[src/rtl/riscv_mul_issue_ctrl_pkg.sv]
// Shared M-extension opcode values/masks, issue FSM state type and decode helper
// for riscv_mul_issue_ctrl.
package riscv_mul_issue_ctrl_pkg;

  localparam logic [31:0] INST_MUL         = 32'h02000033;
  localparam logic [31:0] INST_MUL_MASK    = 32'hfe00707f;
  localparam logic [31:0] INST_MULH        = 32'h02001033;
  localparam logic [31:0] INST_MULH_MASK   = 32'hfe00707f;
  localparam logic [31:0] INST_MULHSU      = 32'h02002033;
  localparam logic [31:0] INST_MULHSU_MASK = 32'hfe00707f;
  localparam logic [31:0] INST_MULHU       = 32'h02003033;
  localparam logic [31:0] INST_MULHU_MASK  = 32'hfe00707f;

  typedef enum logic [1:0] {
    MULISS_IDLE,
    MULISS_ISSUE,
    MULISS_WAIT,
    MULISS_RESP
  } mul_iss_state_e;

  function automatic logic is_mul_op(input logic [31:0] op);
    return ((op & INST_MUL_MASK)    == INST_MUL)    ||
           ((op & INST_MULH_MASK)   == INST_MULH)   ||
           ((op & INST_MULHSU_MASK) == INST_MULHSU) ||
           ((op & INST_MULHU_MASK)  == INST_MULHU);
  endfunction

endpackage

[src/rtl/riscv_mul_issue_ctrl.sv]
// Issue/response controller for the fixed-latency riscv_multiplier, one transaction in flight.
// Optional: define RISCV_MUL_DECODE_CHECK_EN to reject non-MUL opcodes with resp_err_o.
module riscv_mul_issue_ctrl
  import riscv_mul_issue_ctrl_pkg::*;
#(
  parameter int unsigned MUL_LATENCY = 2
) (
  input  logic        clk_i,
  input  logic        rst_i,
  input  logic        req_valid_i,
  output logic        req_ready_o,
  input  logic [31:0] req_opcode_i,
  input  logic [31:0] req_pc_i,
  input  logic [4:0]  req_rd_idx_i,
  input  logic [31:0] req_ra_operand_i,
  input  logic [31:0] req_rb_operand_i,
  input  logic        stall_i,
  output logic        opcode_valid_o,
  output logic [31:0] opcode_opcode_o,
  output logic [31:0] opcode_pc_o,
  output logic        opcode_invalid_o,
  output logic [4:0]  opcode_rd_idx_o,
  output logic [4:0]  opcode_ra_idx_o,
  output logic [4:0]  opcode_rb_idx_o,
  output logic [31:0] opcode_ra_operand_o,
  output logic [31:0] opcode_rb_operand_o,
  output logic        hold_o,
  input  logic [31:0] writeback_value_i,
  input  logic        busy_i,
  output logic        resp_valid_o,
  input  logic        resp_ready_i,
  output logic [31:0] resp_value_o,
  output logic [4:0]  resp_rd_idx_o,
  output logic [31:0] resp_pc_o,
  output logic        resp_err_o
);

  mul_iss_state_e state_q;
  logic [2:0]     cnt_q;
  logic           decode_err;

`ifdef RISCV_MUL_DECODE_CHECK_EN
  assign decode_err = !is_mul_op(req_opcode_i);
`else
  assign decode_err = 1'b0;
`endif

  // Ready is masked by reset so nothing can be accepted while rst_i is low.
  assign req_ready_o      = rst_i && (state_q == MULISS_IDLE) && !busy_i && !stall_i;
  assign hold_o           = stall_i;
  assign opcode_invalid_o = 1'b0;
  assign opcode_ra_idx_o  = opcode_opcode_o[19:15];
  assign opcode_rb_idx_o  = opcode_opcode_o[24:20];

  always_ff @(posedge clk_i) begin
    if (!rst_i) begin
      state_q             <= MULISS_IDLE;
      cnt_q               <= '0;
      opcode_valid_o      <= 1'b0;
      opcode_opcode_o     <= '0;
      opcode_pc_o         <= '0;
      opcode_rd_idx_o     <= '0;
      opcode_ra_operand_o <= '0;
      opcode_rb_operand_o <= '0;
      resp_valid_o        <= 1'b0;
      resp_value_o        <= '0;
      resp_rd_idx_o       <= '0;
      resp_pc_o           <= '0;
      resp_err_o          <= 1'b0;
    end else begin
      case (state_q)
        MULISS_IDLE: begin
          if (req_valid_i && req_ready_o) begin
            opcode_opcode_o     <= req_opcode_i;
            opcode_pc_o         <= req_pc_i;
            opcode_rd_idx_o     <= req_rd_idx_i;
            opcode_ra_operand_o <= req_ra_operand_i;
            opcode_rb_operand_o <= req_rb_operand_i;
            if (decode_err) begin
              // Rejected opcodes bypass the multiplier and answer on the next cycle.
              resp_valid_o  <= 1'b1;
              resp_value_o  <= '0;
              resp_rd_idx_o <= req_rd_idx_i;
              resp_pc_o     <= req_pc_i;
              resp_err_o    <= 1'b1;
              state_q       <= MULISS_RESP;
            end else begin
              opcode_valid_o <= 1'b1;
              state_q        <= MULISS_ISSUE;
            end
          end
        end
        MULISS_ISSUE: begin
          if (!stall_i) begin
            opcode_valid_o <= 1'b0;
            cnt_q          <= 3'(MUL_LATENCY);
            state_q        <= MULISS_WAIT;
          end
        end
        MULISS_WAIT: begin
          if (!stall_i) begin
            if (cnt_q == 3'd1) begin
              resp_valid_o  <= 1'b1;
              resp_value_o  <= writeback_value_i;
              resp_rd_idx_o <= opcode_rd_idx_o;
              resp_pc_o     <= opcode_pc_o;
              resp_err_o    <= 1'b0;
              state_q       <= MULISS_RESP;
            end else begin
              cnt_q <= cnt_q - 3'd1;
            end
          end
        end
        MULISS_RESP: begin
          if (resp_ready_i) begin
            resp_valid_o <= 1'b0;
            state_q      <= MULISS_IDLE;
          end
        end
        default: state_q <= MULISS_IDLE;
      endcase
    end
  end

endmodule

[config.mk]
export PLATFORM = sky130hd
export DESIGN_NAME = riscv_mul_issue_ctrl
export DESIGN_NICKNAME = d
export VERILOG_FILES = /design/src/rtl/riscv_mul_issue_ctrl_pkg.sv /design/src/rtl/riscv_mul_issue_ctrl.sv
export SDC_FILE = /design/constraint.sdc
export NUM_CORES = 1
export LEC_CHECK = 0
export ABC_AREA = 1
export ABC_CLOCK_PERIOD_IN_PS = 1900
export CORE_AREA = 3 3 151 153
export DETAILED_ROUTE_END_ITERATION = 6
export DIE_AREA = 0 0 154 156
export HOLD_SLACK_MARGIN = 0.06
export PLACE_DENSITY = 0.72
export SETUP_SLACK_MARGIN = 0.5
export SKIP_LAST_GASP = 1
export SYNTH_ARGS = -nofsm -noshare
export SYNTH_HDL_FRONTEND = slang
export SYNTH_SLANG_ARGS = --single-unit
[constraint.sdc]
create_clock -name clk_i -period 1.9 [get_ports clk_i]
set_input_delay 0.38 -clock clk_i [delete_from_list [all_inputs] [get_ports clk_i]]
set_output_delay 0.38 -clock clk_i [all_outputs]
set_load 0.05 [all_outputs]
==> impl_summary.txt <==
----------------------------------------------------
[Layout]
  Layout area overhead ... 110%
  Ratio of cells with drive above 1 in the final layout ... 0.548
  Final Non-Filler Cells ... 1715
  Filler Cells Inserted ... 1356
  Final net count ... 1594
  Final std cell area, no fill ... 16100 um2

[Synth]
  Mapped Cells ... 973
  Portion of the post-synthesis area used by sequential elements ... 0.545
  Cell Area, Synth ... 7680 um2
  Synth warnings ... 0
  Avg Inst Size Synth ... 7.89 um2
  Synth unique cells ... 18
  Register bit count reported by yosys ... 209

[Hold path]
  Hold WC Path Type ... input port to flip-flop
  Min-delay src ... stall_i

[Clock network]
  Clock latency on the worst-skew pair ... 0.51 ns
  CTS buffer count ... 23
  TritonCTS clock tree ... yes
  Library cell used as clock root buffer ... clkbuf_16
  Clock-pin slew on the worst setup and hold paths ... 0.06 ns
  Maximum clock path buffer count ... 3
  # H-tree levels ... 1
  Sinks on Clock Net ... 209

[Placement]
  Post-detailed-placement half-perimeter wirelength ... 18600 um
  Post-Place Cells ... 1586
  Number of port buffers ... 386
  Total placed instance area ... 11700 um2
  Placer Congestion ... 0.812

[Routing]
  Initial DRT Pass Iterations ... 5
  Final ANT Viol Nets ... 0
  Routed length per placed instance ... 21.0 um
  Post-route DRC ... 0
  Via count ... 8974
  Via-to-Cell Ratio ... 5.23
  Drt first-iter violations ... 488
  WL final ... 36100 um

[Setup path]
  Endpoint arrival time on the critical path ... 1.59 ns
  Worst reg2reg path startpoint ... state_q[0]
  Kind of end point of the critical path ... primary output
  Critical Path Fanout Max ... 2
  Worst Setup SP ... state_q[0]
  Worst Setup Start Kind ... flip-flop
  Classification of the worst setup path ... flip-flop to primary output
  Required time worst endpoint ... 1.52 ns

[Floorplan]
  Number of primary I/O pins ... 389
  Site Rows ... 54
  Initial cell density of the core ... 0.354
  Vertical die dimension ... 156 um
  Placeable core region ... 21700 um2
  Die boundary width ... 154 um
  Die Outline Area ... 24000 um2

[Timing]
  Final hold viol count ... 0
  Worst setup skew after layout ... 0.00874 ns
  Setup-violating endpoint count in the final report ... 1
  Final critical-path setup slack ... -0.0701 ns
  Setup TNS ... -0.0701 ns
  Worst hold margin ... 0.327 ns
  Transition time of the tightest slew-check pin ... 0.659 ns
  Number of slew-limit violations in the final report ... 0
  RSZ-0062 raised after global routing ... yes
  Post-layout min period ... 1.97 ns
  Tcrit/Tclk final ... 1.04
  Max frequency ... 508 MHz
  Max transition margin ... 0.560

[Pwr]
  Power density relative to cell area ... 785 nW/um2
  Leakage power summed over all cells ... 6.15 nW
  Worst-case vdd ir drop ... 0.619 mV
  Total design power ... 12.7 mW

[Outcome]
  Status ... finished with violations
  Failing checks ... negative setup slack

[Global route]
  Number of global-route vias before repair ... 7961
  Antenna violations before repair ... 1
  Remaining global-route overflow ... 0
  Global-route wire length before repair ... 43300 um
  GRT Total Usage ... 0.220
  Largest net degree at the start of global routing ... 80

[Run]
  Max-capacitance violation count ... 0

----------------------------------------------------
==> power by group <==
part / leakage, nW / switching [mW] / internal, mW
Sequential: 1.76 / 0.145 / 4.55
Combinational: 3.98 / 1.71 / 1.47
Clock: 0.402 / 1.88 / 2.94
Total: 6.15 / 3.73 / 8.95
==> path summary, 6_finish.rpt <==
path | end | slack (ns) | cells past startpoint
max | req_ready_o | -0.07 | 6
min | opcode_valid_o | 0.33 | 4
min reg2reg | opcode_ra_operand_o[14] | 0.46 | 2
max reg2reg | opcode_ra_operand_o[3] | 0 | 12
==> metrics by stage <==
| step | utilization | setup slack, ns |
|---|---|---|
| 6_report | 0.744 | -0.0701 |
| 5_1_grt | 0.744 | -0.119 |
| 4_1_cts | 0.611 | -0.0895 |
| 3_5_place_dp | 0.538 | -0.121 |
| 3_3_place_gp | 0.538 | -0.0883 |
| 2_1_floorplan | - | 0.432 |
==> critical path, stage by stage, from the launching register on <==
cell and delay, ns:
dfxtp_2 0.33, inv_2 0.07, ha_4 0.15, nand2_4 0.06, nor3_4 0.18, buf_12 0.16
buf_12 0.13
==> cell type report <==
class | count | area (um2) | share of cell area
antenna | 1 | 2.50 | 0.000155
clock buffer | 31 | 646 | 0.0400
clock inverter | 11 | 166 | 0.0103
inverter | 13 | 63.8 | 0.00395
multi-input combinational | 660 | 4560 | 0.282
sequential | 209 | 4430 | 0.274
tap | 280 | 350 | 0.0217
timing repair buffer | 510 | 5930 | 0.367
==> flip-flops by register name, indices dropped and copies added (netlist names), 2 cells and up <==
name	cells
resp_rd_idx_o	5
opcode_ra_operand_o	32
cnt_q	3
opcode_rb_operand_o	32
opcode_pc_o	32
state_q	2
resp_value_o	32
resp_pc_o	32
opcode_opcode_o	32
opcode_rd_idx_o	5
==> layout by cell type (no fill, tap or decap), types with 3 or more instances in the layout <==
master	netlist	layout
a21oi_1	136	61
a21oi_2	0	73
buf_12	0	27
buf_16	0	6
buf_2	17	3
buf_4	14	119
buf_6	6	95
buf_8	0	75
bufinv_16	0	4
clkbuf_1	55	4
clkbuf_16	0	41
clkbuf_8	0	4
clkdlybuf4s50_1	0	167
clkinv_2	0	4
dfxtp_1	209	72
dfxtp_2	0	109
dfxtp_4	0	28
ha_1	6	4
inv_1	10	7
inv_4	0	4
nand2_1	148	140
nand2_2	0	6
nand3_1	137	37
nand3_2	0	66
nand3_4	0	34
nor2_1	153	83
nor2_2	1	17
nor2_4	0	54
o21ai_0	73	59
o21ai_1	0	9
o21ai_2	0	5
==> cell families (layout without fill, tap and decap cells) <==
family	after synthesis	after routing	synth area share
compound gates	210	210	0.138
fa+ha+maj	6	6	0.00978
buf+inv	105	565	0.0668
flops	209	209	0.545
other cells	1	3	0.000489
simple gates	442	442	0.240
==> repair_timing <==
action,CTS,global route
gates cloned,6,24
pin swaps,6,124
setup buffers,21,35
endpoints found under the setup margin,394,415
hold buffers,0,0
resized for setup,889,550
==> cells in the mapped netlist (all sizes together) <==
master | n | area (um2)
dfxtp | 209 | 4180
nor2 | 154 | 581
nand2 | 148 | 556
nand3 | 137 | 686
a21oi | 136 | 681
o21ai | 73 | 365
clkbuf | 55 | 206
buf | 37 | 258
inv | 13 | 48.8
ha | 6 | 75.1
nand4 | 2 | 12.5
conb | 1 | 3.75
nor3 | 1 | 10.0
o211a | 1 | 10.0
==> metal layers <==
metal	up-vias	track usage	wire [um]
li1	4120	-	-
met1	4309	0.259	12800
met2	439	0.388	18900
met3	106	0.0580	2670
met4	0	0.0807	1740
met5	-	0	0
(Power assumes the default switching activity.)
